### src/rtl/nn_host_loader.sv
// Host-side sequencer for the nn core: unpacks a 16-bit word stream into parameter SRAM and X0 writes,
// then runs one inference with a done/timeout watch and returns the result on a valid/ready port.
//
// state  | meaning
// IDLE   | waiting for a command, cmd_ready=1
// L1B    | layer-1 biases, one per word
// L1W    | layer-1 weights, two per word (low byte first)
// W1CLR  | zero-fill unused W1 rows, no stream words
// L2B    | layer-2 biases
// L2W    | layer-2 weights
// L3B    | layer-3 biases
// L3W    | layer-3 weights
// X0     | input vector into the core
// START  | one-cycle nn_start, load timeout counter
// WAIT   | waiting for nn_done or timeout
// RESULT | result held until res_ready
module nn_host_loader #(
    parameter int N_IN     = 7,
    parameter int N_H1     = 32,
    parameter int N_H2     = 16,
    parameter int N_OUT    = 4,
    parameter int W1_DEPTH = 256,
    parameter int TIMEOUT  = 65535
) (
    input  logic        clk,
    input  logic        rst_n,
    input  logic        cmd_valid,
    input  logic        cmd_mode,
    output logic        cmd_ready,
    input  logic        s_valid,
    input  logic [15:0] s_data,
    input  logic        s_last,
    output logic        s_ready,
    output logic        mem_we,
    output logic [2:0]  mem_sel,
    output logic [8:0]  mem_addr,
    output logic [15:0] mem_wdata,
    output logic        x0_wr_en,
    output logic [2:0]  x0_wr_addr,
    output logic [15:0] x0_wr_data,
    output logic        nn_start,
    input  logic        nn_done,
    input  logic [1:0]  nn_class,
    input  logic [15:0] nn_score,
    output logic        res_valid,
    input  logic        res_ready,
    output logic [1:0]  res_class,
    output logic [15:0] res_score,
    output logic [1:0]  res_err
);

    localparam int TMR_W = $clog2(TIMEOUT + 1);
    localparam logic [8:0] W1_USED = 9'(N_H1 * N_IN);

    localparam logic [3:0] S_IDLE   = 4'd0;
    localparam logic [3:0] S_L1B    = 4'd1;
    localparam logic [3:0] S_L1W    = 4'd2;
    localparam logic [3:0] S_W1CLR  = 4'd3;
    localparam logic [3:0] S_L2B    = 4'd4;
    localparam logic [3:0] S_L2W    = 4'd5;
    localparam logic [3:0] S_L3B    = 4'd6;
    localparam logic [3:0] S_L3W    = 4'd7;
    localparam logic [3:0] S_X0     = 4'd8;
    localparam logic [3:0] S_START  = 4'd9;
    localparam logic [3:0] S_WAIT   = 4'd10;
    localparam logic [3:0] S_RESULT = 4'd11;

    logic [3:0]       state_q, state_d;
    logic [8:0]       idx_q, idx_d;
    logic [7:0]       hi_byte_q, hi_byte_d;
    logic             hi_pend_q, hi_pend_d;
    logic             frm_err_q, frm_err_d;
    logic [TMR_W-1:0] tmr_q, tmr_d;
    logic             cmd_ready_q, cmd_ready_d;
    logic             s_ready_q, s_ready_d;
    logic             mem_we_q, mem_we_d;
    logic [2:0]       mem_sel_q, mem_sel_d;
    logic [8:0]       mem_addr_q, mem_addr_d;
    logic [15:0]      mem_wdata_q, mem_wdata_d;
    logic             x0_wr_en_q, x0_wr_en_d;
    logic [2:0]       x0_wr_addr_q, x0_wr_addr_d;
    logic [15:0]      x0_wr_data_q, x0_wr_data_d;
    logic             nn_start_q, nn_start_d;
    logic             res_valid_q, res_valid_d;
    logic [1:0]       res_class_q, res_class_d;
    logic [15:0]      res_score_q, res_score_d;
    logic [1:0]       res_err_q, res_err_d;

    logic [2:0] cur_sel;
    logic [8:0] cur_last;
    logic [3:0] nxt_st;
    logic [8:0] nxt_idx;
    logic       hs, at_last, advance, abort;

    // Per-state table: target SRAM, index of the final write, and where to go after it.
    always_comb begin
        cur_sel  = 3'd0;
        cur_last = 9'd0;
        nxt_st   = S_IDLE;
        nxt_idx  = 9'd0;
        case (state_q)
            S_L1B:   begin cur_sel = 3'd0; cur_last = 9'(N_H1 - 1);         nxt_st = S_L1W;   end
            S_L1W:   begin cur_sel = 3'd1; cur_last = W1_USED - 9'd1;       nxt_st = S_W1CLR;
                           nxt_idx = W1_USED; end
            S_W1CLR: begin cur_sel = 3'd1; cur_last = 9'(W1_DEPTH - 1);     nxt_st = S_L2B;   end
            S_L2B:   begin cur_sel = 3'd2; cur_last = 9'(N_H2 - 1);         nxt_st = S_L2W;   end
            S_L2W:   begin cur_sel = 3'd3; cur_last = 9'(N_H2 * N_H1 - 1);  nxt_st = S_L3B;   end
            S_L3B:   begin cur_sel = 3'd4; cur_last = 9'(N_OUT - 1);        nxt_st = S_L3W;   end
            S_L3W:   begin cur_sel = 3'd5; cur_last = 9'(N_OUT * N_H2 - 1); nxt_st = S_X0;    end
            S_X0:    begin cur_sel = 3'd0; cur_last = 9'(N_IN - 1);         nxt_st = S_START; end
            default: ;
        endcase
    end

    always_comb begin
        state_d      = state_q;
        idx_d        = idx_q;
        hi_byte_d    = hi_byte_q;
        hi_pend_d    = hi_pend_q;
        frm_err_d    = frm_err_q;
        tmr_d        = tmr_q;
        mem_we_d     = 1'b0;
        mem_sel_d    = mem_sel_q;
        mem_addr_d   = mem_addr_q;
        mem_wdata_d  = mem_wdata_q;
        x0_wr_en_d   = 1'b0;
        x0_wr_addr_d = x0_wr_addr_q;
        x0_wr_data_d = x0_wr_data_q;
        nn_start_d   = 1'b0;
        res_valid_d  = res_valid_q;
        res_class_d  = res_class_q;
        res_score_d  = res_score_q;
        res_err_d    = res_err_q;
        hs           = s_valid & s_ready_q;
        at_last      = (idx_q == cur_last);
        advance      = 1'b0;
        abort        = 1'b0;

        case (state_q)
            S_IDLE: begin
                if (cmd_valid && cmd_ready_q) begin
                    idx_d     = 9'd0;
                    hi_pend_d = 1'b0;
                    frm_err_d = 1'b0;
                    state_d   = cmd_mode ? S_X0 : S_L1B;
                end
            end
            S_L1B, S_L2B, S_L3B: begin
                if (hs) begin
                    if (s_last) begin
                        abort = 1'b1;
                    end else begin
                        mem_we_d    = 1'b1;
                        mem_sel_d   = cur_sel;
                        mem_addr_d  = idx_q;
                        mem_wdata_d = s_data;
                        advance     = 1'b1;
                    end
                end
            end
            S_L1W, S_L2W, S_L3W: begin
                if (hi_pend_q) begin
                    mem_we_d    = 1'b1;
                    mem_sel_d   = cur_sel;
                    mem_addr_d  = idx_q;
                    mem_wdata_d = {{8{hi_byte_q[7]}}, hi_byte_q};
                    hi_pend_d   = 1'b0;
                    advance     = 1'b1;
                end else if (hs) begin
                    if (s_last) begin
                        abort = 1'b1;
                    end else begin
                        mem_we_d    = 1'b1;
                        mem_sel_d   = cur_sel;
                        mem_addr_d  = idx_q;
                        mem_wdata_d = {{8{s_data[7]}}, s_data[7:0]};
                        hi_byte_d   = s_data[15:8];
                        hi_pend_d   = 1'b1;
                        idx_d       = idx_q + 9'd1;
                    end
                end
            end
            S_W1CLR: begin
                mem_we_d    = 1'b1;
                mem_sel_d   = cur_sel;
                mem_addr_d  = idx_q;
                mem_wdata_d = 16'h0000;
                advance     = 1'b1;
            end
            S_X0: begin
                if (hs) begin
                    if (s_last && !at_last) begin
                        abort = 1'b1;
                    end else begin
                        x0_wr_en_d   = 1'b1;
                        x0_wr_addr_d = idx_q[2:0];
                        x0_wr_data_d = s_data;
                        if (at_last) frm_err_d = ~s_last;
                        advance      = 1'b1;
                    end
                end
            end
            S_START: begin
                nn_start_d = 1'b1;
                tmr_d      = TMR_W'(TIMEOUT - 1);
                state_d    = S_WAIT;
            end
            S_WAIT: begin
                if (nn_done) begin
                    res_valid_d = 1'b1;
                    res_class_d = nn_class;
                    res_score_d = nn_score;
                    res_err_d   = {1'b0, frm_err_q};
                    state_d     = S_RESULT;
                end else if (tmr_q == '0) begin
                    res_valid_d = 1'b1;
                    res_class_d = 2'd0;
                    res_score_d = 16'h0000;
                    res_err_d   = {1'b1, frm_err_q};
                    state_d     = S_RESULT;
                end else begin
                    tmr_d = tmr_q - 1'b1;
                end
            end
            S_RESULT: begin
                if (res_ready) begin
                    res_valid_d = 1'b0;
                    state_d     = S_IDLE;
                end
            end
            default: state_d = S_IDLE;
        endcase

        if (advance) begin
            if (at_last) begin
                state_d = nxt_st;
                idx_d   = nxt_idx;
            end else begin
                idx_d = idx_q + 9'd1;
            end
        end

        // Early s_last drops the word and skips the inference entirely.
        if (abort) begin
            state_d     = S_RESULT;
            res_valid_d = 1'b1;
            res_class_d = 2'd0;
            res_score_d = 16'h0000;
            res_err_d   = 2'b01;
        end

        cmd_ready_d = (state_d == S_IDLE);
        s_ready_d   = (state_d inside {S_L1B, S_L1W, S_L2B, S_L2W, S_L3B, S_L3W, S_X0}) && !hi_pend_d;
    end

    always_ff @(posedge clk or negedge rst_n) begin
        if (!rst_n) begin
            state_q      <= S_IDLE;
            idx_q        <= '0;
            hi_byte_q    <= '0;
            hi_pend_q    <= 1'b0;
            frm_err_q    <= 1'b0;
            tmr_q        <= '0;
            cmd_ready_q  <= 1'b1;
            s_ready_q    <= 1'b0;
            mem_we_q     <= 1'b0;
            mem_sel_q    <= '0;
            mem_addr_q   <= '0;
            mem_wdata_q  <= '0;
            x0_wr_en_q   <= 1'b0;
            x0_wr_addr_q <= '0;
            x0_wr_data_q <= '0;
            nn_start_q   <= 1'b0;
            res_valid_q  <= 1'b0;
            res_class_q  <= '0;
            res_score_q  <= '0;
            res_err_q    <= '0;
        end else begin
            state_q      <= state_d;
            idx_q        <= idx_d;
            hi_byte_q    <= hi_byte_d;
            hi_pend_q    <= hi_pend_d;
            frm_err_q    <= frm_err_d;
            tmr_q        <= tmr_d;
            cmd_ready_q  <= cmd_ready_d;
            s_ready_q    <= s_ready_d;
            mem_we_q     <= mem_we_d;
            mem_sel_q    <= mem_sel_d;
            mem_addr_q   <= mem_addr_d;
            mem_wdata_q  <= mem_wdata_d;
            x0_wr_en_q   <= x0_wr_en_d;
            x0_wr_addr_q <= x0_wr_addr_d;
            x0_wr_data_q <= x0_wr_data_d;
            nn_start_q   <= nn_start_d;
            res_valid_q  <= res_valid_d;
            res_class_q  <= res_class_d;
            res_score_q  <= res_score_d;
            res_err_q    <= res_err_d;
        end
    end

    assign cmd_ready  = cmd_ready_q;
    assign s_ready    = s_ready_q;
    assign mem_we     = mem_we_q;
    assign mem_sel    = mem_sel_q;
    assign mem_addr   = mem_addr_q;
    assign mem_wdata  = mem_wdata_q;
    assign x0_wr_en   = x0_wr_en_q;
    assign x0_wr_addr = x0_wr_addr_q;
    assign x0_wr_data = x0_wr_data_q;
    assign nn_start   = nn_start_q;
    assign res_valid  = res_valid_q;
    assign res_class  = res_class_q;
    assign res_score  = res_score_q;
    assign res_err    = res_err_q;

endmodule

### config.mk
export PLATFORM = sky130hd
export DESIGN_NAME = nn_host_loader
export DESIGN_NICKNAME = d
export VERILOG_FILES = /design/src/rtl/nn_host_loader.sv
export SDC_FILE = /design/constraint.sdc
export NUM_CORES = 1
export LEC_CHECK = 0
export CAP_MARGIN = 20
export CORE_UTILIZATION = 45
export CTS_BUF_LIST = sky130_fd_sc_hd__clkbuf_8 sky130_fd_sc_hd__clkbuf_16
export DETAILED_ROUTE_END_ITERATION = 7
export PLACE_DENSITY = 0.75
export SLEW_MARGIN = 20
export SYNTH_ARGS = -nofsm -noshare
export SYNTH_HDL_FRONTEND = slang
export SYNTH_SLANG_ARGS = --single-unit
export TNS_END_PERCENT = 30
### constraint.sdc
create_clock -name clk -period 2.6 [get_ports clk]
set_input_delay 0.52 -clock clk [delete_from_list [all_inputs] [get_ports clk]]
set_output_delay 0.52 -clock clk [all_outputs]
set_load 0.02 [all_outputs]
==> results.json, run 1 <==
{
  "outcome": "complete, but fails checks",
  "violations": "DRC",
  "period_minus_slack_ps": 2540,
  "dieArea_um2": 12400,
  "initial_core_util_pct": 46.6,
  "wl_per_cell_um": 16.4,
  "crit_path_max_fanout": 15,
  "overflow": 0,
  "routabilityCongestion": 0.895,
  "area_growth_pct": 36.1,
  "grt_pass1_wl_um": 23700,
  "dp.final_hpwl_um": 10200,
  "pre_cts_ws_ps": -280,
  "seq_area_frac_synth_pct": 52.2,
  "ys_top_cells_by_area": "dfrtp_1 (52%), nand2_1 (7.1%), mux2_2 (4.0%), nor2_1 (3.8%), a21oi_1 (3.0%)",
  "coreArea_um2": 11500,
  "cts_tree": "built",
  "cts-root-buf": "clkbuf_16",
  "hold_buffers": 0,
  "drc": 19,
  "grt_pass1_vias": 4760,
  "vdd_ir_drop_max_v": 0.000872,
  "yosys_warnings": 0,
  "maxCapViolCount": 0,
  "clockBufferDepth": 2,
  "vias": 4755,
  "synth_edf_count": 0,
  "numCtsBuffers": 9,
  "fillers": 939,
  "synth.distinct_cells": 66,
  "fin_util_pct": 63.5,
  "syn_area_per_cell_um2": 9.66,
  "ys_ff_latch": 112,
  "ctsHtreeMaxLevel": 3,
  "die_w_um": 111,
  "grt_max_degree": 46,
  "wl_um": 14000,
  "finalHoldViolCount": 0,
  "required_ps": 2850,
  "cp-start-kind": "flop",
  "clock_skew_ps": 4.88,
  "cts_setup_buffers": 0,
  "rsz0062_at_grt": "yes",
  "fin_nets": 751,
  "antenna_found_initial": 0,
  "routed_via_density": 5.56,
  "syn_inst": 556,
  "worstPathArrival_ps": 2790,
  "crit_path_end_kind": "flop",
  "clock_sinks": 112,
  "leakagePower_uw": 0.00321,
  "die_h_um": 111,
  "drt_iter0_drc": 237,
  "max_clock_freq_ghz": 0.394,
  "max_slew.worst_pin.slew_ps": 509,
  "clk_latency_ps": 360,
  "portBuffers": 114,
  "worstSetupPathType": "flop to flop",
  "synth_top_area_share_pct": 51.7,
  "io_pins": 115,
  "drive_gt1_share_pct": 16.7,
  "yosysTopAreaCell": "dfrtp_1",
  "max_slew_margin_pct": 66.0,
  "synth_async_sr_flop_share_pct": 100,
  "final.period_utilization_pct": 97.7,
  "min_path_type": "input port to asynchronous set/reset pin",
  "track_usage_pct": 24.1,
  "synth-main-ff-cell": "dfrtp_1",
  "antenna_cells": 0,
  "dr.pass1.iters": 8,
  "netlist_area_um2": 5370,
  "p_per_area_nw_per_um2": 1130,
  "cts.clk_slew.worst_paths_ps": 70,
  "slew_violations": 0,
  "row_count": 39,
  "ant_nets": 0,
  "worst_slack_ps": 59.0,
  "setup_viol": 0,
  "syn-num-nets": 600
}
==> layout by cell type (no fill, tap or decap), types with 9 or more instances in the layout <==
master / count
a21oi_1: 31
a22oi_1: 16
buf_4: 55
clkbuf_16: 9
clkdlybuf4s50_1: 113
dfrtp_1: 108
inv_1: 15
mux2_2: 19
nand2_1: 101
nand3_1: 18
nor2_1: 54
nor3_1: 11
o21ai_0: 23
==> sequential cells by signal (all words and copies together), names as in the netlist, 3 cells and up <==
signal,flops
hi_byte_q,8
mem_sel,3
mem_addr,9
state_q,4
mem_wdata,16
res_score,16
x0_wr_data,16
idx_q,9
tmr_q,16
x0_wr_addr,3
==> Yosys cell counts (11+ instances only) <==
library cell    n
a21oi_1        32
a22oi_1        16
clkbuf_1       20
dfrtp_1       111
inv_1          15
mux2_2         19
nand2_1       101
nand3_1        18
nor2_1         54
nor3_1         11
o21ai_0        24
==> through the flow <==
stage	power [uW]	setup TNS, ps	hold slack (ps)	cells	instance area, um^2
CTS	8320	0	132	855	7300
detailed placement	6940	-1050	468	839	7000
floorplan	5070	0	224	556	5370
global route	8820	-106	153	855	7310
global placement	6790	-568	459	839	7000
finish	8290	0	118	855	7310
==> logic make-up (layout without fill, tap and decap cells) <==
| logic type | after synthesis | in the layout | share of synthesized area, % |
|---|---|---|---|
| xor+xnor | 14 | 14 | 2.42 |
| mux | 24 | 24 | 5.03 |
| compound gates | 118 | 118 | 15.0 |
| flops | 112 | 112 | 52.2 |
| simple gates | 239 | 239 | 20.9 |
| fa+ha+maj | 2 | 2 | 0.466 |
| buf+inv | 47 | 203 | 4.01 |
==> final timing paths <==
path	start	to	slack [ps]	cells past startpoint
worst min-delay path	rst_n	x0_wr_data[6]$_DFFE_PN0P_	120	1
worst max register to register	state_q[1]$_DFF_PN0_	s_ready$_DFF_PN0_	60	9
max in group asynchronous	rst_n	hi_byte_q[0]$_DFFE_PN0P_	1760	2
min in group clk	hi_byte_q[1]$_DFFE_PN0P_	hi_byte_q[1]$_DFFE_PN0P_	480	2
worst max-delay path	state_q[1]$_DFF_PN0_	s_ready$_DFF_PN0_	60	9
worst min register to register	hi_byte_q[1]$_DFFE_PN0P_	hi_byte_q[1]$_DFFE_PN0P_	480	2
==> layout make-up <==
| cell class | count | area, um^2 | share of cell area, % |
|---|---|---|---|
| inverters | 16 | 60.1 | 0.821 |
| clock buffers | 10 | 239 | 3.27 |
| multi-input cells | 397 | 2370 | 32.4 |
| flip-flops and latches | 112 | 2810 | 38.4 |
| clock inverters | 6 | 51.3 | 0.702 |
| well taps | 143 | 179 | 2.45 |
| repair buffers | 171 | 1600 | 21.9 |
==> what timing repair did <==
action                     CTS  global route
setup endpoints to repair    4            28
pin swaps                    0             1
gates resized for setup      3             5
gates cloned                 0             0
==> routing by layer <==
layer,vias up,GRT usage [%],part of all wire (%)
met3,12,7.60,8.0
met1,2307,30.4,42
met2,175,40.1,49
met4,0,5.95,1.1
li1,2261,-,-
met5,-,0,0
==> where the power goes <==
part | switching, uW | internal (uW) | leakage, uW
logic | 2260 | 1910 | 0.00171
clock network | 646 | 688 | 0.000133
registers | 442 | 2350 | 0.00137
==> worst max-delay path: stages, from the launching register on <==
cell	delay, ps
dfrtp_2	460
buf_12	170
nor2_4	140
nor3_1	70
o32ai_2	230
o211ai_2	190
or3_4	460
mux2_4	320
xor2_1	170
a32o_1	210
(Power assumes the default switching activity.)
==> run 2: changes to the inputs <==
Settings changed: CORE_MARGIN set to 2.
==> results.json, run 2 (synthesis results as in run 1) <==
{
  "outcome": "complete, but fails checks",
  "clock_sinks": 112,
  "holdWs_ps": 125,
  "grt_busiest_layer": "met2",
  "met2_usage_pct": 35.7,
  "die_w_um": 113,
  "coreArea_um2": 11500,
  "fin_util_pct": 64.7,
  "drt_iter0_drc": 263,
  "worstPathArrival_ps": 2790,
  "hold_buffers": 0,
  "clk_latency_ps": 350,
  "final_common_cell": "clkdlybuf4s50_1",
  "wl_um": 13800,
  "ctsHtreeMaxLevel": 3,
  "clock_skew_ps": 7.84,
  "portBuffers": 114,
  "vdd_ir_drop_max_v": 0.000525,
  "leakagePower_uw": 0.00330,
  "p_per_area_nw_per_um2": 1130,
  "fin_area_um2": 7460,
  "cts.clk_slew.worst_paths_ps": 70,
  "wl_per_cell_um": 15.9,
  "vias": 4735,
  "routed_via_density": 5.44,
  "min_path_type": "input port to asynchronous set/reset pin",
  "die_h_um": 113,
  "postPlaceCellArea_um2": 7100,
  "drc": 11,
  "numCtsBuffers": 9,
  "ant_nets": 0,
  "slew_violations": 0,
  "antenna_cells": 0,
  "required_ps": 2850,
  "use_met1_pct": 29.9,
  "dr.pass1.iters": 7,
  "dieArea_um2": 12800,
  "finalHoldViolCount": 0,
  "cts-root-buf": "clkbuf_16",
  "period_minus_slack_ps": 2550,
  "violations": "DRC",
  "pre_cts_ws_ps": -266,
  "grt_pass1_wl_um": 23000,
  "initial_core_util_pct": 46.6,
  "worstSetupPathType": "flop to flop",
  "worst_slack_ps": 53.7,
  "cp-start-kind": "flop",
  "layout_common_cells": "clkdlybuf4s50_1 (113), dfrtp_1 (109), nand2_1 (101), buf_4 (68), nor2_1 (54)",
  "crit_path_max_fanout": 7,
  "use_met3_pct": 5.20,
  "routabilityCongestion": 0.902,
  "fin_nets": 766,
  "rsz0062_at_grt": "yes",
  "grt_pass1_vias": 4682,
  "max_clock_freq_ghz": 0.393,
  "track_usage_pct": 22.5,
  "area_growth_pct": 38.8,
  "overflow": 0,
  "dp.final_hpwl_um": 10300,
  "maxCapViolCount": 0,
  "setup_viol": 0,
  "antenna_found_initial": 0,
  "fin_tns_setup_ps": 0,
  "drive_gt1_share_pct": 17.7,
  "max_slew.worst_pin.slew_ps": 475,
  "grt_max_degree": 48,
  "clockBufferDepth": 2,
  "max_slew_margin_pct": 68.4,
  "cts_tree": "built",
  "final.period_utilization_pct": 97.9,
  "row_count": 39,
  "crit_path_end_kind": "flop",
  "io_pins": 115
}
-- run 2: area by class of cell --
cell class,instances,area (um^2)
Clock buffer,10,239
Clock inverter,6,68.8
Fill cell,946,4060
Inverter,16,60.1
Multi-Input combinational cell,397,2380
Sequential cell,112,2810
Tap cell,143,179
Timing Repair Buffer,186,1730
-- run 2: worst paths after layout --
check / startpoint / endpoint / slack (ps) / cells after the start
worst max register to register: state_q[3]$_DFF_PN0_ / s_ready$_DFF_PN0_ / 50 / 9
worst min-delay path: rst_n / idx_q[8]$_DFFE_PN0P_ / 130 / 1
worst min register to register: hi_byte_q[2]$_DFFE_PN0P_ / hi_byte_q[2]$_DFFE_PN0P_ / 480 / 2
min in group clk: hi_byte_q[2]$_DFFE_PN0P_ / hi_byte_q[2]$_DFFE_PN0P_ / 480 / 2
max in group asynchronous: rst_n / res_score[9]$_DFFE_PN0P_ / 1810 / 2
worst max-delay path: state_q[3]$_DFF_PN0_ / s_ready$_DFF_PN0_ / 50 / 9
-- run 2: per-stage QoR --
step / std cells / total power, uW
after floorplan: 556 / 5070
after global placement: 851 / 6870
after detailed placement: 851 / 7000
after CTS: 867 / 8440
after global routing: 870 / 9030
final: 870 / 8460
-- run 2: timing repair --
item | in CTS | in global routing
pin swaps | 0 | 1
endpoints found under the setup margin | 2 | 12
buffers inserted | 0 | 3
endpoints found under the hold margin | 0 | 0
resized for setup | 1 | 6
-- run 2: worst max-delay path, cell delays in order (launching register included) --
cell and delay (ps):
dfrtp_2 450, buf_4 170, nor4_2 270, a311oi_1 80, o22ai_2 180, o211ai_2 110
or3_1 480, mux2_4 350, xor2_1 160, a32o_1 190
-- run 2: routing by layer --
metal  vias to the layer above  wire length, um
met5                         -                0
met4                         0              312
met3                        22              965
li1                       2289                -
met1                      2263             6020
met2                       161             6550
-- run 2: power by group --
part           leakage [uW]  switching, uW  total, uW  internal [uW]
combinational       0.00179           2280       4270           1990
clock              0.000148            633       1410            779
sequential          0.00137            432       2780           2350
==> run 3: changes to the inputs <==
Settings changed: PLACE_DENSITY 0.75 to 0.82.
==> results.json, run 3 (synthesis results as in run 1) <==
{
  "clk_latency_ps": 360,
  "multi_input_area_um2": 2440,
  "die_h_um": 113,
  "antenna_found_initial": 0,
  "reg2reg_to": "idx_q[2]$_DFFE_PN0P_",
  "layout_common_cells": "clkdlybuf4s50_1 (113), dfrtp_1 (109), nand2_1 (101), buf_4 (61), nor2_1 (54)",
  "pre_cts_ws_ps": -273,
  "drive_gt1_share_pct": 19.0,
  "grt_pass1_wl_um": 23100,
  "crit_path_end_kind": "flop",
  "maxCapViolCount": 0,
  "leakagePower_uw": 0.00331,
  "worst_slack_ps": 21.2,
  "fin_tns_setup_ps": 0,
  "p_per_area_nw_per_um2": 1140,
  "clock_sinks": 112,
  "cp-start-kind": "flop",
  "vias": 4894,
  "overflow": 0,
  "worstPathArrival_ps": 2860,
  "rsz0062_at_grt": "yes",
  "ctsHtreeMaxLevel": 3,
  "fin_nets": 764,
  "die_w_um": 113,
  "fillers": 904,
  "cts-root-buf": "clkbuf_16",
  "vdd_ir_drop_max_v": 0.000664,
  "dieArea_um2": 12800,
  "cts_tree": "built",
  "wl_um": 14600,
  "ff2ff_path_depth": 13,
  "drt_iter0_drc": 365,
  "clock_skew_ps": 13.2,
  "numCtsBuffers": 9,
  "dr.pass1.iters": 7,
  "violations": "DRC",
  "total_power_uw": 8560,
  "final_cells": 868,
  "final_common_cell": "clkdlybuf4s50_1",
  "final.period_utilization_pct": 99.2,
  "dp.final_hpwl_um": 10300,
  "max_slew.worst_pin.slew_ps": 667,
  "portBuffers": 114,
  "antenna_cells": 0,
  "cts.clk_slew.worst_paths_ps": 80,
  "routed_via_density": 5.64,
  "crit_path_max_fanout": 7,
  "holdWs_ps": 190,
  "io_pins": 115,
  "drc": 10,
  "worstSetupPathType": "flop to flop",
  "place_inst": 839,
  "slew_violations": 0,
  "row_count": 39,
  "track_usage_pct": 22.5,
  "min_path_type": "input port to asynchronous set/reset pin",
  "setup_viol": 0,
  "routabilityCongestion": 0.955,
  "hold_buffers": 0,
  "finalHoldViolCount": 0,
  "rrSetupSlack_ps": 20,
  "required_ps": 2880,
  "crit-reg2reg-launch": "state_q[1]$_DFF_PN0_",
  "regArea_um2": 2810,
  "area_growth_pct": 39.7,
  "coreArea_um2": 11500,
  "period_minus_slack_ps": 2580,
  "initial_core_util_pct": 46.6,
  "grt_pass1_vias": 4696,
  "wl_per_cell_um": 16.8,
  "ant_nets": 0,
  "max_slew_margin_pct": 55.5,
  "clockBufferDepth": 2,
  "max_clock_freq_ghz": 0.388,
  "outcome": "complete, but fails checks",
  "grt_max_degree": 49
}
==> run 3: stage by stage <==
stage | utilization, % | area (um^2)
5_1_grt | 65.1 | 7500
3_5_place_dp | 60.9 | 7010
6_report | 65.1 | 7500
4_1_cts | 63.6 | 7320
2_1_floorplan | - | 5370
3_3_place_gp | 60.9 | 7010
==> run 3: cell type report <==
cell class	instances	share of cell area (%)
Tap cell	143	2.38
Clock buffer	9	3.00
Clock inverter	7	0.867
Multi-Input combinational cell	397	32.5
Sequential cell	112	37.4
Inverter	16	0.801
Timing Repair Buffer	184	23.1
==> run 3: what timing repair did <==
action	in CTS	in global routing
gates cloned	0	1
pin swaps	0	9
setup buffers	0	12
resized for setup	4	23
hold endpoints to repair	0	0
endpoints found under the setup margin	3	11
==> run 3: worst max-delay path by stage <==
stage / from / to / slack, ps / cells after the start
2_1_floorplan: state_q[0]$_DFF_PN0_ / s_ready$_DFF_PN0_ / 110 / 10
3_3_place_gp: s_valid / s_ready$_DFF_PN0_ / -230 / 8
3_5_place_dp: s_valid / s_ready$_DFF_PN0_ / -270 / 8
4_1_cts: state_q[3]$_DFF_PN0_ / s_ready$_DFF_PN0_ / 0.7 / 9
5_1_grt: state_q[2]$_DFF_PN0_ / idx_q[2]$_DFFE_PN0P_ / -50 / 12
6_report: state_q[1]$_DFF_PN0_ / idx_q[2]$_DFFE_PN0P_ / 20 / 13
==> run 3: metal layers <==
metal,GRT usage [%],up-vias,share of wire [%]
met2,37.2,205,48
met1,28.6,2370,42
met4,8.46,0,2.1
li1,-,2288,-
met5,0,-,0
met3,5.78,31,7.7
==> run 3: power by group <==
part           switching, uW  internal [uW]
clock                    688            671
combinational           2350           2060
sequential               448           2340
total                   3490           5070
==> run 3: worst max-delay path, cell delays in order, from the launching register on <==
cell,delay (ps)
dfrtp_2,460
buf_6,160
buf_4,140
nor4_4,150
a311oi_2,70
o22ai_2,220
o211ai_2,130
buf_6,160
o21ai_4,160
a211oi_2,100
buf_4,170
buf_6,120
or3_4,340
a21oi_4,140
